`src/rtl/rx_bit_timer.sv`:
```
// Bit-timing stage of the serial receiver. Counts clocks per bit and bits per
// packet, and emits a mid-bit sample strobe plus a one-cycle end-of-packet pulse.
module rx_bit_timer #(
  parameter int unsigned CLKS_PER_BIT  = 10,
  parameter int unsigned SAMPLE_OFFSET = 4,
  parameter int unsigned DATA_BITS     = 8,
  localparam int unsigned IW = $clog2(DATA_BITS + 1)
) (
  input  logic          clk,
  input  logic          n_rst,
  input  logic          enable_timer,
  output logic          shift_strobe,
  output logic [IW-1:0] bit_index,
  output logic          stop_strobe,
  output logic          packet_done,
  output logic          busy
);

  localparam int unsigned    CW        = (CLKS_PER_BIT > 1) ? $clog2(CLKS_PER_BIT) : 1;
  localparam logic [CW-1:0] CLK_LAST  = CW'(CLKS_PER_BIT - 1);
  localparam logic [CW-1:0] SAMPLE_AT = CW'(SAMPLE_OFFSET);
  localparam logic [IW-1:0] STOP_IDX  = IW'(DATA_BITS);

  logic [CW-1:0] clk_cnt;
  logic [IW-1:0] bit_cnt;
  logic          done;
  logic          pkt_done_q;
  logic          run;

  // Gating with n_rst keeps every output low while reset is held, even with
  // enable_timer high.
  assign run          = n_rst & enable_timer & ~done;
  assign shift_strobe = run & (clk_cnt == SAMPLE_AT);
  assign stop_strobe  = shift_strobe & (bit_cnt == STOP_IDX);
  assign bit_index    = bit_cnt;
  assign busy         = run;
  assign packet_done  = pkt_done_q;

  always_ff @(posedge clk or negedge n_rst) begin
    if (!n_rst) begin
      clk_cnt    <= '0;
      bit_cnt    <= '0;
      done       <= 1'b0;
      pkt_done_q <= 1'b0;
    end else if (!enable_timer) begin
      clk_cnt    <= '0;
      bit_cnt    <= '0;
      done       <= 1'b0;
      pkt_done_q <= 1'b0;
    end else begin
      pkt_done_q <= stop_strobe;
      // Freezing on the stop edge keeps bit_cnt in range even when the sample
      // point is the last clock of the bit period.
      if (stop_strobe) begin
        done <= 1'b1;
      end else if (!done) begin
        if (clk_cnt == CLK_LAST) begin
          clk_cnt <= '0;
          bit_cnt <= bit_cnt + 1'b1;
        end else begin
          clk_cnt <= clk_cnt + 1'b1;
        end
      end
    end
  end

endmodule

```
`config.mk`:
```
export PLATFORM = sky130hd
export DESIGN_NAME = rx_bit_timer
export DESIGN_NICKNAME = d
export VERILOG_FILES = /design/src/rtl/rx_bit_timer.sv
export SDC_FILE = /design/constraint.sdc
export NUM_CORES = 1
export LEC_CHECK = 0
export ABC_AREA = 0
export CORE_AREA = 2 2 39 41
export CTS_CLUSTER_SIZE = 8
export DETAILED_ROUTE_END_ITERATION = 8
export DIE_AREA = 0 0 41 43
export PLACE_DENSITY = 0.8
export SYNTH_ARGS = -nofsm -noshare
export SYNTH_HDL_FRONTEND = slang
export SYNTH_SLANG_ARGS = --single-unit
```
`constraint.sdc`:
```
create_clock -name clk -period 2.31 [get_ports clk]
set_input_delay 0.462 -clock clk [delete_from_list [all_inputs] [get_ports clk]]
set_output_delay 0.462 -clock clk [all_outputs]
set_load 0.02 [all_outputs]
```
==> reports/summary.md <==
For the share of power burned in combinational logic, the log shows 14.5%. The most used flip-flop cell after synthesis is dfrtp_1. The clock network burns 33.9% of the power. The floorplan step defined a die boundary enclosing 1763 um2. Routability-driven placement finished with a final weighted congestion of 0.6900.

After synthesis the cells add up to 641.9 um2. The flow ran to the end, and the final reports show no timing, DRC or antenna violations. TritonCTS built the clock tree. The top cell types in the final layout, fill and taps aside, are dfrtp_1 (10), clkdlybuf4s50_1 (8), inv_1 (6), buf_4 (6), ha_1 (5). The worst setup path is of the input pin to output pin kind. Type of the most critical hold path: input pin to async pin. For this run, the post-layout net count is 88. The highest attainable clock frequency was 448.8 MHz; the slew at the pin closest to its max-slew limit was 0.2545 ns. The first global-routing pass estimated 1.994 mm of wire.

The logs give 17.24% for the total routing resource utilization after global routing and 0.27 ns for the clock latency at the later pin of the worst-skew pair. Dividing the final minimum period by the clock period gives 96.46%. The total power density per cell area is 441.5 nW/um2, and the share of synthesized cell area in full adder, half adder and majority cells is 9.747%. For the clock buffer count from CTS, the log shows 3. The site row count is 14.

The cell sitting at the root of the clock tree is a clkbuf_4. The number of storage elements in the synthesis netlist was 10; the share of flip-flops with an asynchronous set or reset was 100.0%. The reported max-cap violation count is 0. The switching component of the power was 0.00008897 W. The xor and xnor fraction of the mapped netlist area works out to 1.365%. The first routing iteration left 2 violations. The final max-slew violation count was 0; the sequential share of power was 51.6%.

At the placement stage, the worst setup path has a slack of -0.08537 ns. The worst setup path is captured at an output pin. Clock skew on the completed layout was measured at 0.005934 ns.

Measured along the y axis, the die boundary spans 43 um. The relative max-transition margin is 83.03%. After synthesis, the largest family of logic cells by area is simple AND/OR/NAND/NOR gates. The maximum vdd drop was 0.0002534 V.

In this run switching power makes up 25.17% of total power. The HPWL after detailed placement is 889.4 um. The arrival time at the worst endpoint was 1.77 ns; the pin count of the biggest net entering global routing was 14. After Yosys synthesis, and, or, nand and nor cells account for 24.17% of the synthesized area. During synthesis, Yosys emitted a total of 0 warnings. The netlist uses 25 different library cells. In this run the standard cell core region covers 1384 um2. During placement, the flow inserted port buffers numbering 10. Of the cells placed in the final design, the portion with a size suffix greater than 1 is 16.67%. The internal portion of the total power is 0.0002646 W. For this run, the register share of the synthesized area comes to 38.99%. The number of nets in the synthesized netlist was 70; the average instance area after synthesis was 10.35 um2.

STA classifies the critical path startpoint as an input pin. In the synthesized netlist, mux cells make up 6.433% of the area. Setup repair after global routing left no endpoint under its margin. The detailed-route wire length is 1.233 mm, and the total overflow reported by the global router is 0. No sink is reached through more buffers than the 2 on the longest clock path. After detailed routing, the number of vias per cell comes to 5.426.

Number of levels the H-tree was split into: 1. The I/O pin total is 11. For the detailed-routing iteration count for the pre-antenna-repair pass, the log shows 3. The growth of design area from synthesis to finish was 24.76%. The tools report the post-route total power as 0.0003536 W. The count of final setup violators was 0. The via count of the first global-routing pass was 479; the peak fanout along the critical path was 4.

The run gives 510 as the via count of the routed design. Leading cell type in the layout, fill and taps excluded: dfrtp_1. Summed over all cells, the static leakage comes to 0.4086 nW. The detail route stage leaves a number of antenna-violating nets equal to 0.

The run gives 10 as the number of sinks driven by the clock tree. The post-layout minimum cycle time was 2.228 ns; the critical path required time was 1.85 ns. The hold violation count in the final report was 0; the area fraction in compound gates after synthesis was 11.70%. Counting every instance in the synthesized netlist gives 62.

The detailed-route wire length per cell is 13.12 um. The layout has 124 filler cells. Measured along the x axis, the die boundary spans 41 um.

The repair_antennas step left the layout with diodes totalling 0. The worst setup slack after layout is 0.08179 ns. Buffers added to address setup during post-CTS repair amount to 0. The initial utilization of the core area, before any placement, comes to 46.38%. In the routed design, unresolved DRC markers number 0. Clock-pin slew was measured on the worst setup and hold paths at 0.07 ns.

The initial antenna violation count is 0, and the number of synthesized flops with an enable pin is 0.
-- state kept, by name, summed over array words and instances (netlist names) --
register	count
bit_index	4
clk_cnt	4
done	1
packet_done	1
-- path summary, 6_finish.rpt --
check / from / end / slack [ns] / depth (start not counted)
min reg2reg: bit_index[3]$_DFFE_PN0P_ / bit_index[3]$_DFFE_PN0P_ / 0.57 / 2
max: enable_timer / busy / 0.08 / 3
max in group asynchronous: n_rst / bit_index[1]$_DFFE_PN0P_ / 1.63 / 2
min in group clk: bit_index[3]$_DFFE_PN0P_ / bit_index[3]$_DFFE_PN0P_ / 0.57 / 2
max reg2reg: bit_index[0]$_DFFE_PN0P_ / clk_cnt[0]$_DFFE_PN0P_ / 0.67 / 6
min: n_rst / bit_index[2]$_DFFE_PN0P_ / 0.53 / 2
-- per-stage QoR --
step	hold slack (ns)	TNS, ns	area (um2)	util (%)	std cells
after floorplan	0.1664	0	641.9	-	62
after global placement	0.5542	-0.05191	780.7	56.42	91
after detailed placement	0.5604	-0.1198	780.7	56.42	91
after CTS	0.5325	0	800.8	57.87	94
after global routing	0.5568	0	800.8	57.87	94
final	0.5304	0	800.8	57.87	94
-- layer usage --
metal	vias to the layer above	wire, um	GRT usage (%)
li1	251	-	-
met1	240	559	20.00
met2	14	547	26.25
met3	5	91	5.759
met4	0	35	10.00
met5	-	0	0
-- power by group through the flow --
stage,combinational [W],sequential [W],clock [W]
after floorplan,0.0000246,0.000188,0
after global placement,0.0000502,0.000186,0
after detailed placement,0.0000514,0.000186,0
after CTS,0.0000521,0.000183,0.000124
after global routing,0.0000579,0.000183,0.000129
final,0.0000514,0.000182,0.000120
-- Yosys cell counts, types with 2 or more instances --
library cell / instances / share of area, %
nand2b_1: 4 / 3.9
nor2b_1: 2 / 1.9
nand2_1: 4 / 2.3
mux2i_1: 3 / 4.7
nand4_1: 3 / 2.9
ha_1: 5 / 9.7
a21o_1: 2 / 2.3
nand3_1: 2 / 1.6
buf_6: 2 / 3.5
inv_1: 6 / 3.5
and3b_1: 2 / 2.7
a21oi_1: 2 / 1.6
and2_1: 2 / 1.9
and3_1: 3 / 2.9
dfrtp_1: 10 / 39
-- critical path, cell delays in order --
cell and delay, ns:
clkdlybuf4s50_1 0.48, and3b_4 0.22, clkdlybuf4s50_1 0.60
-- what timing repair did --
action | in CTS | in global routing
hold buffers | 0 | 0
resized for setup | 2 | 0
endpoints found under the setup margin | 2 | 0
-- cell families (layout without fill, tap and decap cells) --
family / after synthesis / after routing
flops: 10 / 10
xor+xnor: 1 / 1
simple gates: 24 / 24
buf+inv: 9 / 25
compound gates: 9 / 9
fa+ha+maj: 5 / 5
mux: 4 / 4
-- cell type report --
type / count / area [um2] / area share, %
clock buffers: 3 / 22.52 / 2.812
well taps: 16 / 20.02 / 2.500
multi-input cells: 43 / 342.8 / 42.81
inverters: 6 / 22.52 / 2.812
flip-flops and latches: 10 / 250.2 / 31.25
repair buffers: 16 / 142.6 / 17.81
No activity file was read; power rests on OpenSTA's default activity.
